$ cat config.mk
export PLATFORM = sky130hd
export DESIGN_NAME = plot_fb_writer
export DESIGN_NICKNAME = d
export VERILOG_FILES = /design/src/rtl/plot_fb_writer_pkg.sv /design/src/rtl/plot_fifo.sv /design/src/rtl/plot_fb_writer.sv
export SDC_FILE = /design/constraint.sdc
export NUM_CORES = 1
export LEC_CHECK = 0
export CORE_MARGIN = 10
export CORE_UTILIZATION = 40
export CTS_BUF_LIST = sky130_fd_sc_hd__clkbuf_2 sky130_fd_sc_hd__clkbuf_4 sky130_fd_sc_hd__clkbuf_8
export DETAILED_ROUTE_END_ITERATION = 10
export DONT_BUFFER_PORTS = 1
export PLACE_DENSITY_LB_ADDON = 0.05
export REMOVE_ABC_BUFFERS = 1
export SETUP_SLACK_MARGIN = 0.02
export SYNTH_ARGS = -nofsm -noshare
export SYNTH_HDL_FRONTEND = slang
export SYNTH_SLANG_ARGS = --single-unit
$ cat constraint.sdc
create_clock -name clk -period 5.05 [get_ports clk]
set_input_delay 1.01 -clock clk [delete_from_list [all_inputs] [get_ports clk]]
set_output_delay 1.01 -clock clk [all_outputs]
set_load 0.05 [all_outputs]
$ cat src/rtl/plot_fb_writer_pkg.sv
// Shared types and constants for the pixel-plot framebuffer writer.
//   SCREEN_W / SCREEN_H : visible screen size; plots outside are clipped
//   FB_ADDR_W           : framebuffer word address width
//   FIFO_DEPTH          : plot buffer entries (power of two)
//   CLEAR_COLOUR        : colour written by a full-screen clear
//   plot_t              : one buffered plot {x, y, colour}
//   fb_state_t          : writer FSM states
package plot_fb_writer_pkg;

    localparam int SCREEN_W   = 160;
    localparam int SCREEN_H   = 120;
    localparam int FB_ADDR_W  = 15;
    localparam int FIFO_DEPTH = 8;

    typedef logic [2:0] colour_t;

    localparam colour_t CLEAR_COLOUR = 3'b000;

    typedef struct packed {
        logic [7:0] x;
        logic [6:0] y;
        colour_t    colour;
    } plot_t;

    typedef enum logic [1:0] {
        IDLE,
        DRAIN,
        CLEAR,
        DONE
    } fb_state_t;

    // y*160 + x built from shifts: y*128 + y*32 + x.
    function automatic logic [FB_ADDR_W-1:0] fb_addr_f(input logic [7:0] x,
                                                       input logic [6:0] y);
        logic [FB_ADDR_W-1:0] yy;
        yy = FB_ADDR_W'(y);
        return (yy << 7) + (yy << 5) + FB_ADDR_W'(x);
    endfunction

    function automatic logic [15:0] sat_inc16(input logic [15:0] v);
        return (v == 16'hFFFF) ? v : v + 16'd1;
    endfunction

endpackage

$ cat src/rtl/plot_fifo.sv
// Synchronous FIFO of plot_t entries.
//   clk, rst_n : clock, synchronous active-low reset (empties the FIFO)
//   push_i     : enqueue wdata_i (ignored when full unless pop_i pops this cycle)
//   pop_i      : dequeue the head entry (ignored when empty)
//   head_o     : oldest entry
//   next_o     : entry behind the head (valid when count_o >= 2)
//   full_o, empty_o, count_o : occupancy
module plot_fifo
    import plot_fb_writer_pkg::*;
#(
    parameter int DEPTH = FIFO_DEPTH
) (
    input  logic                   clk,
    input  logic                   rst_n,
    input  logic                   push_i,
    input  logic                   pop_i,
    input  plot_t                  wdata_i,
    output plot_t                  head_o,
    output plot_t                  next_o,
    output logic                   full_o,
    output logic                   empty_o,
    output logic [$clog2(DEPTH):0] count_o
);

    localparam int AW = $clog2(DEPTH);
    localparam logic [AW:0] DEPTH_C = (AW+1)'(DEPTH);

    plot_t         mem_q [DEPTH];
    logic [AW-1:0] wr_ptr_q, wr_ptr_d;
    logic [AW-1:0] rd_ptr_q, rd_ptr_d;
    logic [AW:0]   count_q, count_d;
    logic          do_push, do_pop;

    always_comb begin
        full_o   = (count_q == DEPTH_C);
        empty_o  = (count_q == '0);
        do_pop   = pop_i && !empty_o;
        // A full FIFO still accepts a push when the head leaves in the same cycle.
        do_push  = push_i && (!full_o || do_pop);
        wr_ptr_d = do_push ? wr_ptr_q + AW'(1) : wr_ptr_q;
        rd_ptr_d = do_pop  ? rd_ptr_q + AW'(1) : rd_ptr_q;
        count_d  = count_q;
        case ({do_push, do_pop})
            2'b10:   count_d = count_q + (AW+1)'(1);
            2'b01:   count_d = count_q - (AW+1)'(1);
            default: count_d = count_q;
        endcase
        head_o  = mem_q[rd_ptr_q];
        next_o  = mem_q[rd_ptr_q + AW'(1)];
        count_o = count_q;
    end

    always_ff @(posedge clk) begin
        if (!rst_n) begin
            wr_ptr_q <= '0;
            rd_ptr_q <= '0;
            count_q  <= '0;
        end else begin
            wr_ptr_q <= wr_ptr_d;
            rd_ptr_q <= rd_ptr_d;
            count_q  <= count_d;
        end
    end

    always_ff @(posedge clk) begin
        if (do_push) begin
            mem_q[wr_ptr_q] <= wdata_i;
        end
    end

endmodule

$ cat src/rtl/plot_fb_writer.sv
// Receiving end of the pixel-plot interface. Clips off-screen plots, buffers
// accepted plots and drains them in order into a framebuffer write port; also
// performs a full-screen clear on request.
//   clk, rst_n                    : clock, synchronous active-low reset
//   vga_x/vga_y/vga_colour/vga_plot : incoming plot, one pixel per strobe
//   clear_start / clear_done      : level handshake for a full-screen clear
//   fb_addr/fb_wdata/fb_we/fb_ready : framebuffer write port (transfer on we&&ready)
//   busy                          : buffered plots pending or drain/clear active
//   overflow                      : sticky, an in-range plot was dropped
//   pixel_count / clip_count      : saturating plot-write / clipped-plot counters
module plot_fb_writer
    import plot_fb_writer_pkg::*;
(
    input  logic                 clk,
    input  logic                 rst_n,
    input  logic [7:0]           vga_x,
    input  logic [6:0]           vga_y,
    input  logic [2:0]           vga_colour,
    input  logic                 vga_plot,
    input  logic                 clear_start,
    output logic                 clear_done,
    output logic [FB_ADDR_W-1:0] fb_addr,
    output logic [2:0]           fb_wdata,
    output logic                 fb_we,
    input  logic                 fb_ready,
    output logic                 busy,
    output logic                 overflow,
    output logic [15:0]          pixel_count,
    output logic [15:0]          clip_count
);

    localparam int CNT_W = $clog2(FIFO_DEPTH) + 1;
    localparam logic [FB_ADDR_W-1:0] CLR_TOTAL = FB_ADDR_W'(SCREEN_W * SCREEN_H);

    fb_state_t            state_q, state_d;
    logic [FB_ADDR_W-1:0] addr_q, addr_d;
    logic [FB_ADDR_W-1:0] clr_q, clr_d;
    colour_t              wdata_q, wdata_d;
    logic                 we_q, we_d;
    logic                 is_plot_q, is_plot_d;
    logic                 overflow_q, overflow_d;
    logic [15:0]          pix_q, pix_d;
    logic [15:0]          clip_q, clip_d;

    plot_t                in_plot, head, head_nxt;
    logic                 full, empty;
    logic [CNT_W-1:0]     count;
    logic                 in_range, push, pop, stall, drain_ok, clear_issue;

    plot_fifo #(
        .DEPTH (FIFO_DEPTH)
    ) u_fifo (
        .clk     (clk),
        .rst_n   (rst_n),
        .push_i  (push),
        .pop_i   (pop),
        .wdata_i (in_plot),
        .head_o  (head),
        .next_o  (head_nxt),
        .full_o  (full),
        .empty_o (empty),
        .count_o (count)
    );

    // A plot stays in the FIFO until its framebuffer write is accepted, so the
    // output register is only a registered copy of the head entry.
    always_comb begin
        in_plot     = '{x: vga_x, y: vga_y, colour: vga_colour};
        in_range    = (int'(vga_x) < SCREEN_W) && (int'(vga_y) < SCREEN_H);
        stall       = we_q && !fb_ready;
        pop         = we_q && fb_ready && is_plot_q;
        push        = vga_plot && in_range && (!full || pop);
        drain_ok    = (state_q == IDLE) || (state_q == DRAIN);
        clear_issue = (state_q == CLEAR) && !stall && (clr_q != CLR_TOTAL);
    end

    // Next-state logic.
    always_comb begin
        state_d = state_q;
        case (state_q)
            IDLE: begin
                // Buffered plots take priority; a pending clear waits for them.
                if (count != '0) begin
                    state_d = DRAIN;
                end else if (clear_start) begin
                    state_d = CLEAR;
                end
            end
            DRAIN: begin
                if (pop && (count == CNT_W'(1)) && !push) begin
                    state_d = IDLE;
                end
            end
            CLEAR: begin
                if ((clr_q == CLR_TOTAL) && !stall) begin
                    state_d = DONE;
                end
            end
            DONE: begin
                if (!clear_start) begin
                    state_d = IDLE;
                end
            end
            default: state_d = IDLE;
        endcase
    end

    // Write-port register, clear address counter and statistics.
    always_comb begin
        we_d      = 1'b0;
        addr_d    = addr_q;
        wdata_d   = wdata_q;
        is_plot_d = is_plot_q;
        clr_d     = '0;

        if (stall) begin
            we_d = 1'b1;
        end else if (drain_ok && !pop && (count != '0)) begin
            we_d      = 1'b1;
            addr_d    = fb_addr_f(head.x, head.y);
            wdata_d   = head.colour;
            is_plot_d = 1'b1;
        end else if (drain_ok && pop && (count > CNT_W'(1))) begin
            // Head completes this cycle: present the entry behind it back-to-back.
            we_d      = 1'b1;
            addr_d    = fb_addr_f(head_nxt.x, head_nxt.y);
            wdata_d   = head_nxt.colour;
            is_plot_d = 1'b1;
        end else if (clear_issue) begin
            we_d      = 1'b1;
            addr_d    = clr_q;
            wdata_d   = CLEAR_COLOUR;
            is_plot_d = 1'b0;
        end

        if (state_q == CLEAR) begin
            clr_d = clear_issue ? clr_q + FB_ADDR_W'(1) : clr_q;
        end

        pix_d      = pop ? sat_inc16(pix_q) : pix_q;
        clip_d     = (vga_plot && !in_range) ? sat_inc16(clip_q) : clip_q;
        overflow_d = overflow_q || (vga_plot && in_range && !push);
    end

    always_ff @(posedge clk) begin
        if (!rst_n) begin
            state_q    <= IDLE;
            addr_q     <= '0;
            wdata_q    <= '0;
            we_q       <= 1'b0;
            is_plot_q  <= 1'b0;
            clr_q      <= '0;
            overflow_q <= 1'b0;
            pix_q      <= '0;
            clip_q     <= '0;
        end else begin
            state_q    <= state_d;
            addr_q     <= addr_d;
            wdata_q    <= wdata_d;
            we_q       <= we_d;
            is_plot_q  <= is_plot_d;
            clr_q      <= clr_d;
            overflow_q <= overflow_d;
            pix_q      <= pix_d;
            clip_q     <= clip_d;
        end
    end

    assign fb_we       = we_q;
    assign fb_addr     = addr_q;
    assign fb_wdata    = wdata_q;
    assign clear_done  = (state_q == DONE);
    assign busy        = !empty || (state_q == DRAIN) || (state_q == CLEAR);
    assign overflow    = overflow_q;
    assign pixel_count = pix_q;
    assign clip_count  = clip_q;

endmodule

==> results of run 1 <==
## final timing paths
path	from	endpoint	slack (ns)
worst min-delay path	is_plot_q$_SDFFE_PN0P_	is_plot_q$_SDFFE_PN0P_	0.52
worst min register to register	is_plot_q$_SDFFE_PN0P_	is_plot_q$_SDFFE_PN0P_	0.52
worst max register to register	u_fifo.rd_ptr_q[0]$_SDFFE_PN0P_	fb_addr[12]$_SDFFE_PN0P_	0.94
worst max-delay path	u_fifo.rd_ptr_q[0]$_SDFFE_PN0P_	fb_addr[12]$_SDFFE_PN0P_	0.94
## logic make-up after synthesis
| family | after synthesis | synth area share (%) |
|---|---|---|
| simple gates | 209 | 9.49 |
| compound gates | 111 | 6.71 |
| buf+inv | 54 | 2.15 |
| mux | 112 | 18.5 |
| xor+xnor | 57 | 4.56 |
| flops | 227 | 53.9 |
| fa+ha+maj | 40 | 4.77 |
## power breakdown
part / total, mW / internal, mW / switching [mW]
clock network: 1.82 / 1.07 / 0.747
logic: 0.416 / 0.158 / 0.258
registers: 2.21 / 2.03 / 0.175
## layer usage
layer,wire [um],track usage (%)
met1,12400,20.7
met2,13800,26.6
met3,2020,4.32
met4,574,4.78
met5,0,0
## through the flow
step | worst slack [ns] | instance area, um2 | cells | util, %
after CTS | 0.948 | 12500 | 1234 | 45.8
after floorplan | -0.265 | 10900 | 775 | -
after detailed placement | 0.965 | 11600 | 1160 | 42.6
final | 0.942 | 12500 | 1234 | 45.8
after global placement | 0.983 | 11600 | 1160 | 42.6
after global routing | 0.637 | 12500 | 1234 | 45.8
## synthesized netlist by cell type, types with 4 or more instances
| cell type | instances |
|---|---|
| inv_1 | 18 |
| dfxtp_1 | 83 |
| a211oi_2 | 4 |
| edfxtp_1 | 144 |
| o22ai_1 | 4 |
| and2_1 | 9 |
| mux2i_1 | 17 |
| buf_2 | 11 |
| fa_1 | 4 |
| nand2_1 | 26 |
| a21oi_1 | 29 |
| and4_1 | 5 |
| a211oi_1 | 10 |
| buf_1 | 4 |
| nor2_1 | 81 |
| a21o_1 | 4 |
| nor3_1 | 19 |
| xnor2_1 | 27 |
| and3_1 | 5 |
| mux4_2 | 72 |
| ha_1 | 36 |
| a31oi_1 | 5 |
| nand3_1 | 22 |
| o21bai_1 | 4 |
| mux2_2 | 23 |
| clkbuf_1 | 17 |
| xor2_1 | 29 |
| a222oi_1 | 10 |
| o21ai_1 | 11 |
| or3_1 | 6 |
| nand4_1 | 12 |
| nand2b_1 | 4 |
| o21ai_0 | 18 |
## layout by cell type, fill, tap and decap left out, types with 6 or more instances in the layout
cell / instances
o21ai_0: 17
mux2i_1: 17
mux4_2: 72
dfxtp_1: 81
a21oi_1: 29
or3_1: 6
a211oi_1: 10
inv_1: 18
nand3_1: 22
mux2_2: 23
nor3_1: 17
ha_1: 36
buf_4: 12
xnor2_1: 27
nand4_1: 12
nor2_1: 75
a222oi_1: 10
edfxtp_1: 144
clkinv_1: 7
nand2_1: 26
and2_1: 9
o21ai_1: 12
clkbuf_4: 16
clkbuf_8: 44
xor2_1: 29
## worst reg2reg max path: stages (launching register included)
cell      delay [ns]
dfxtp_2         0.32
ha_1            0.67
buf_4           0.35
mux4_2          0.32
mux2_2          0.31
ha_1            0.30
ha_1            0.24
fa_1            0.44
a211oi_1        0.30
o21bai_1        0.11
a21oi_1         0.26
xnor2_1         0.17
a22oi_1         0.09
a21oi_1         0.18
## state kept, by name (all words and copies together) (netlist names), 2 cells and up, named ones only
signal,flops
clip_count,16
clr_q,15
fb_addr,15
fb_wdata,3
pixel_count,16
state_q,2
u_fifo.count_o,4
u_fifo.mem_q,144
u_fifo.rd_ptr_q,3
u_fifo.wr_ptr_q,3
## cell type report
type / count / area share (%)
Sequential cell: 227 / 48.1
Multi-Input combinational cell: 529 / 39.8
Clock buffer: 60 / 5.83
Tap cell: 372 / 3.74
Clock inverter: 14 / 1.12
Timing Repair Buffer: 13 / 0.884
Inverter: 19 / 0.573
==> results.json, run 1 <==
{
  "path_cells": "ha_1, buf_4, mux4_2, mux2_2, ha_1, ha_1, fa_1, a211oi_1, o21bai_1, a21oi_1, xnor2_1, a22oi_1, a21oi_1",
  "first_pass_iters": 5,
  "peakVddDrop_v": 0.000230,
  "tns_ns": 0,
  "io_buffers": 0,
  "antenna_cells": 0,
  "fillers": 2463,
  "holdWs_ns": 0.520,
  "hold_class": "reg2reg",
  "p_leak_nw": 4.04,
  "skew_ns": 0.0194,
  "drt_iter0_drc": 506,
  "clock.fmax_ghz": 0.243,
  "synth_edf_count": 144,
  "setup_viol": 0,
  "crit_cells": 13,
  "start_util_pct": 40.9,
  "netlist_instances": 810,
  "num_vias": 7051,
  "syn_area_um2": 11100,
  "slew_viol_final": 0,
  "period_needed_ns": 4.11,
  "cts_tree": "done",
  "die_y_um": 187,
  "synth_cell_type_count": 59,
  "ys_ff_latch": 227,
  "dpl.hpwl_um": 19100,
  "routed_wl_um": 28800,
  "ys_dominant_reg_cell": "edfxtp_1",
  "rows": 60,
  "status": "completed",
  "antenna_found_initial": 0,
  "htreeDepth": 2,
  "die_x_um": 187,
  "numCtsBuffers": 41,
  "cap_violations": 0,
  "gp_congestion": 0.803,
  "grt_max_degree": 52,
  "cts-root-buf": "clkbuf_8",
  "cpMostUsedCell": "ha_1",
  "overflow": 0,
  "yosysWarnings": 0,
  "clock_latency_ns": 0.54,
  "synthToLayoutAreaGrowth_pct": 12.1,
  "multi_input_area_um2": 4950,
  "cts_resized": 0,
  "drtAntennaViolNets": 0,
  "post-route-period-util_pct": 81.4,
  "drive_gt1_share_pct": 23.1,
  "critPathBufInv": 1,
  "cp_top_family": "adder cells",
  "ff_latch_area_um2": 5990,
  "core_area_um2": 27200,
  "worstSetupStartpointType": "flop",
  "crit_type": "reg2reg",
  "arrival_ns": 4.57,
  "cts.clk_slew.worst_paths_ns": 0.06,
  "reg2reg_depth": 13,
  "yosysTopAreaCell": "edfxtp_1",
  "cts.sinks": 227,
  "grt_pass1_vias": 7325,
  "post-route-drc-count": 0,
  "crit_required_ns": 5.51,
  "design_power_total_mw": 4.45,
  "synth_top_area_share_pct": 38.9,
  "ios": 77,
  "worstMarginPinSlew_ns": 1.03,
  "nNetsFinal": 894,
  "rsz0062_at_grt": "no",
  "die_area_um2": 34800,
  "end_kind": "flop",
  "postSynthAreaPerCell_um2": 13.7,
  "min_path_cells": 2,
  "grt_first_pass_wirelength_um": 44200,
  "slowest_stage": "ha_1",
  "post_cts_buffers": 0,
  "avgRoutedWirePerCell_um": 23.3,
  "grtUsageTotal_pct": 16.3,
  "crit_fanout": 13,
  "cpPeakStageDelay_ns": 0.67,
  "synth.area.top_cells": "edfxtp_1, dfxtp_1, mux4_2",
  "synthArstFlopShare_pct": 0,
  "hold_buffers": 0,
  "clockBufferDepth": 3,
  "hold_viol": 0,
  "synth-seq-area-share_pct": 53.9,
  "powerDensity_nw_per_um2": 357,
  "slew-limit-headroom_pct": 31.0,
  "viasPerCell": 5.71
}
Note: power is estimated with default switching activity, not from simulation.
==> run 2: changes to the inputs <==
==> constraint.sdc (replaced) <==
create_clock -name clk -period 3.4 [get_ports clk]
set_input_delay 0.68 -clock clk [delete_from_list [all_inputs] [get_ports clk]]
set_output_delay 0.68 -clock clk [all_outputs]
set_load 0.05 [all_outputs]
==> run 2 against run 1 <==
Effect of this change: the run now ends with setup timing left; register-to-register slack lost 0.95 ns; worst hold slack lost 0.29 ns; sequential power grew 48%; core utilization grew 3.3 points; final cell count grew 6.2%; flip-flop and latch count is the same; worst setup slack lost 0.95 ns; critical endpoint is now fb_addr[8]$_SDFFE_PN0P_; via count grew 3.1%; critical path depth shrank 2.
==> results.json, run 2 (synthesis gave the netlist of run 1 again) <==
{
  "rsz0062_at_grt": "yes",
  "grtUsageTotal_pct": 16.4,
  "worstSetupStartpointType": "flop",
  "cap_violations": 0,
  "ios": 77,
  "gp_congestion": 0.878,
  "clock_latency_ns": 0.54,
  "numCtsBuffers": 42,
  "antenna_found_initial": 0,
  "nNetsFinal": 971,
  "crit_required_ns": 3.78,
  "die_x_um": 187,
  "drtAntennaViolNets": 0,
  "start_util_pct": 40.9,
  "num_vias": 7267,
  "powerDensity_nw_per_um2": 498,
  "utilization_pct": 49.1,
  "hold_viol": 0,
  "rows": 60,
  "numPlacedInstances": 1221,
  "cpPeakStageDelay_ns": 0.48,
  "cts.sinks": 227,
  "drt_iter0_drc": 404,
  "dpl.hpwl_um": 20700,
  "grt_pass1_vias": 7631,
  "die_y_um": 187,
  "p_clk_share_pct": 39.4,
  "crit_fanout": 6,
  "skew_ns": 0.0267,
  "ff_latch_area_um2": 5990,
  "viasPerCell": 5.55,
  "crit_type": "reg2reg",
  "grt_first_pass_wirelength_um": 44800,
  "internal_power_mw": 4.89,
  "grt_max_degree": 52,
  "setup_viol": 1,
  "post-route-drc-count": 0,
  "seq_power_share_pct": 49.3,
  "first_pass_iters": 5,
  "largest_reg_flops": 144,
  "violations": "setup timing",
  "cts.clk_slew.worst_paths_ns": 0.06,
  "worst_slack_ns": -0.0125,
  "regMostFlops": "u_fifo.mem_q",
  "end_kind": "flop",
  "path_cells": "bufbuf_16, mux4_2, mux2_2, ha_1, ha_2, fa_2, buf_6, xor2_1, a222oi_1, buf_4, a211oi_2",
  "p_leak_nw": 4.50,
  "peakVddDrop_v": 0.000278,
  "cts_tree": "done",
  "synthToLayoutAreaGrowth_pct": 20.2,
  "htreeDepth": 2,
  "fillers": 2365,
  "status": "finished, violations left",
  "overflow": 0,
  "fin_cells": 1310,
  "clock.fmax_ghz": 0.293,
  "hold_class": "in2reg",
  "combPwrFrac_pct": 11.4,
  "core_area_um2": 27200,
  "multi_input_area_um2": 5110,
  "slowest_stage": "mux4_2",
  "swShare_pct": 26.5,
  "arrival_ns": 3.79,
  "post-place-ws_ns": -0.209,
  "avgRoutedWirePerCell_um": 22.3,
  "final_cell_mix": "edfxtp_1, dfxtp_1, nor2_1",
  "io_buffers": 0,
  "clockBufferDepth": 3,
  "slew-limit-headroom_pct": 27.9,
  "routed_wl_um": 29200,
  "antenna_cells": 0,
  "drive_gt1_share_pct": 32.1,
  "worstMarginPinSlew_ns": 1.08,
  "slew_viol_final": 0,
  "period_needed_ns": 3.41,
  "die_area_um2": 34800,
  "mostFrequentLayoutCell": "edfxtp_1",
  "cts-root-buf": "clkbuf_8",
  "post-route-period-util_pct": 100,
  "hold_path.startpoint": "vga_x[1]",
  "power_switching_mw": 1.76
}
==> run 2: cell count changes in the layout (fill, tap and decap cells not counted), moves of 4 or more <==
cell,change
buf_4,+58
buf_12,+8
ha_1,-8
buf_6,+7
ha_4,+7
nor2_2,+5
nor2_4,-5
a211oi_1,-4
==> run 2: final timing paths <==
check        depth (start not counted)                            end  slack (ns)
min reg2reg                          2         is_plot_q$_SDFFE_PN0P_        0.53
max                                 11        fb_addr[8]$_SDFFE_PN0P_       -0.01
max reg2reg                         11        fb_addr[8]$_SDFFE_PN0P_       -0.01
min                                  0  u_fifo.mem_q[0][11]$_DFFE_PP_        0.23
==> run 2: metrics by stage <==
stage	hold WS, ns	instance area [um2]	TNS [ns]	power, mW
2_1_floorplan	0.471	10900	-19.23	3.75
3_3_place_gp	0.486	12100	-0.582	4.01
3_5_place_dp	0.514	12100	-0.753	4.02
4_1_cts	0.200	13100	-0.0120	6.68
5_1_grt	0.200	13400	-0.592	6.95
6_report	0.227	13400	-0.0125	6.65
==> run 2: area by class of cell <==
type                            instances  area share (%)
Clock inverter                         14           0.815
Sequential cell                       227            44.9
Multi-Input combinational cell        529            38.2
Clock buffer                           60            5.53
Tap cell                              372            3.49
Timing Repair Buffer                   89            6.51
Inverter                               19           0.534
==> run 2: routing by layer <==
layer | vias up | GRT usage [%] | share of wire (%)
met4 | 0 | 5.58 | 2.5
met2 | 212 | 27.8 | 50
met5 | - | 0 | 0
met3 | 50 | 4.21 | 6.6
li1 | 3348 | - | -
met1 | 3657 | 19.7 | 41
==> run 2: timing repair <==
item	4_1_cts	5_1_grt
gates resized for setup	16	35
hold buffers	0	0
setup buffers	2	11
gates cloned	1	1
endpoints found under the setup margin	7	7
pin swaps	8	24
==> run 2: power by group through the flow <==
stage	Combinational, mW	Clock, mW	Sequential, mW
6_report	0.755	2.62	3.28
5_1_grt	0.830	2.83	3.29
4_1_cts	0.706	2.69	3.28
3_5_place_dp	0.684	0	3.34
3_3_place_gp	0.675	0	3.33
2_1_floorplan	0.447	0	3.30
==> run 2: critical path: cells and delay by family, from the launching register on <==
family / cells / cell delay (ns)
buffers and inverters: 3 / 0.60
XOR/XNOR: 1 / 0.13
AO/OA/AOI/OAI: 2 / 0.46
adder cells (fa/ha/maj): 3 / 0.91
flip-flops: 1 / 0.37
multiplexers: 2 / 0.80
==> run 3: changes to the inputs <==
--- a/config.mk
+++ b/config.mk
@@ -16,3 +16,4 @@
 export SYNTH_ARGS = -nofsm -noshare
 export SYNTH_HDL_FRONTEND = slang
 export SYNTH_SLANG_ARGS = --single-unit
+export TNS_END_PERCENT = 1
==> run 3 against run 2 <==
Effect of this change: the flow still finishes with violations (setup timing); largest power group unchanged; largest cell class unchanged; register-to-register slack got worse by 0.05 ns; worst hold slack improved by 0.00099 ns; combinational power fell by 2%; clock power barely moved; critical path depth rose by 2.
==> results.json, run 3 (synthesis gave the netlist of run 1 again) <==
{
  "status": "finished, violations left",
  "violations": "setup timing",
  "cap_violations": 0,
  "setup_viol": 1,
  "seq_power_share_pct": 49.4,
  "rows": 60,
  "die_area_um2": 34800,
  "cpPeakStageDelay_ns": 0.45,
  "crit_start": "u_fifo.rd_ptr_q[0]$_SDFFE_PN0P_",
  "rsz0062_at_grt": "yes",
  "grtUsageTotal_pct": 16.3,
  "io_buffers": 0,
  "worstMarginPinSlew_ns": 1.08,
  "routed_wl_um": 29300,
  "drt_iter0_drc": 422,
  "cts_tree": "done",
  "hold_class": "in2reg",
  "crit_type": "reg2reg",
  "peakVddDrop_v": 0.000278,
  "slew-limit-headroom_pct": 27.9,
  "antenna_cells": 0,
  "first_pass_iters": 5,
  "hold_buffers": 0,
  "worstSetupStartpointType": "flop",
  "post-route-drc-count": 0,
  "tns_ns": -0.0582,
  "crit_fanout": 6,
  "cts.sinks": 227,
  "internal_power_mw": 4.87,
  "powerDensity_nw_per_um2": 500,
  "fillers": 2386,
  "cpMostUsedCell": "buf_4",
  "largest_reg_flops": 144,
  "slowest_stage": "a222oi_1",
  "nNetsFinal": 967,
  "drtAntennaViolNets": 0,
  "core_area_um2": 27200,
  "p_leak_nw": 4.46,
  "grt_first_pass_wirelength_um": 44800,
  "avgRoutedWirePerCell_um": 22.4,
  "grt_pass1_vias": 7616,
  "overflow": 0,
  "combPwrFrac_pct": 11.1,
  "period_needed_ns": 3.46,
  "num_vias": 7275,
  "post-route-period-util_pct": 102,
  "hold_path.startpoint": "vga_x[1]",
  "worst_slack_ns": -0.0582,
  "mostFrequentLayoutCell": "edfxtp_1",
  "crit_required_ns": 3.78,
  "clock_latency_ns": 0.54,
  "hold_viol": 0,
  "gp_congestion": 0.878,
  "p_clk_share_pct": 39.5,
  "ios": 77,
  "die_x_um": 187,
  "viasPerCell": 5.57,
  "synthToLayoutAreaGrowth_pct": 19.2,
  "skew_ns": 0.0291,
  "path_cells": "ha_4, clkbuf_16, buf_4, mux4_2, mux2_2, ha_1, ha_2, fa_2, buf_4, xor2_1, a222oi_1, buf_4, a211oi_2",
  "die_y_um": 187,
  "cts.clk_slew.worst_paths_ns": 0.06,
  "power_switching_mw": 1.76,
  "r2r_start": "u_fifo.rd_ptr_q[0]$_SDFFE_PN0P_",
  "numCtsBuffers": 42,
  "end_kind": "flop",
  "regMostFlops": "u_fifo.mem_q",
  "dpl.hpwl_um": 20700,
  "drive_gt1_share_pct": 31.7,
  "start_util_pct": 40.9,
  "clock.fmax_ghz": 0.289,
  "clockBufferDepth": 3,
  "antenna_found_initial": 0,
  "final_cell_mix": "edfxtp_1, dfxtp_1, nor2_1",
  "slew_viol_final": 0,
  "arrival_ns": 3.84,
  "utilization_pct": 48.7,
  "htreeDepth": 2,
  "cts-root-buf": "clkbuf_8",
  "swShare_pct": 26.5,
  "grt_max_degree": 52
}
run 3: changes by cell type in the layout (fill, tap and decap cells not counted), moves of 2 or more:
| cell | delta |
|---|---|
| ha_4 | -4 |
| a211oi_1 | -2 |
| a211oi_2 | +3 |
| mux2_4 | -3 |
| buf_6 | -7 |
| buf_4 | +3 |
| mux2_2 | +3 |
| ha_1 | +3 |
run 3: final cells by class:
class                   instances  area [um2]  area share [%]
clock buffers                  60         738            5.57
clock inverters                14         109           0.822
inverters                      19        71.3           0.538
multi-input cells             529        5050            38.2
flip-flops and latches        227        5990            45.2
well taps                     372         465            3.51
repair buffers                 85         813            6.14
run 3: worst max-delay path, delay by kind of cell (launching register included):
kind | cells | cell delay [ns]
adders and majority gates | 4 | 1.15
AOI/OAI and AO/OA | 2 | 0.51
xor gates and xnor gates | 1 | 0.15
DFF | 1 | 0.36
muxes | 2 | 0.54
buffers and inverters | 4 | 0.60
run 3: timing repair:
action,in CTS,in global routing
cloned,1,1
endpoints found under the hold margin,0,0
gates resized for setup,14,23
buffers inserted,1,8
setup endpoints to repair,7,7
pin swaps,3,17
run 3: power by group through the flow:
| stage | registers, mW | logic [mW] | clock network [mW] |
|---|---|---|---|
| 2_1_floorplan | 3.30 | 0.447 | 0 |
| 3_3_place_gp | 3.33 | 0.675 | 0 |
| 3_5_place_dp | 3.34 | 0.684 | 0 |
| 4_1_cts | 3.28 | 0.699 | 2.69 |
| 5_1_grt | 3.29 | 0.813 | 2.84 |
| 6_report | 3.28 | 0.737 | 2.62 |
run 3: stage by stage:
step                power [mW]  instance area, um2  instances  hold WS [ns]  setup slack (ns)
finish                    6.63               13200       1306         0.228           -0.0582
floorplan                 3.75               10900        775         0.471             -1.92
global placement          4.01               12100       1221         0.486            -0.215
CTS                       6.67               13100       1297         0.200           -0.0205
detailed placement        4.02               12100       1221         0.514            -0.209
global route              6.94               13200       1306         0.201            -0.201
run 3: worst paths after layout:
check,endpoint,slack (ns),depth (start not counted)
min reg2reg,is_plot_q$_SDFFE_PN0P_,0.53,2
min,u_fifo.mem_q[0][11]$_DFFE_PP_,0.23,0
max reg2reg,fb_addr[8]$_SDFFE_PN0P_,-0.06,13
max,fb_addr[8]$_SDFFE_PN0P_,-0.06,13
run 3: metal layers:
metal	part of all wire (%)	vias up	track usage (%)	wire, um
met2	50	229	27.8	14600
met3	6.7	51	4.21	1970
li1	-	3340	-	-
met4	2.5	0	5.58	733
met5	0	-	0	0
met1	41	3655	19.7	12000
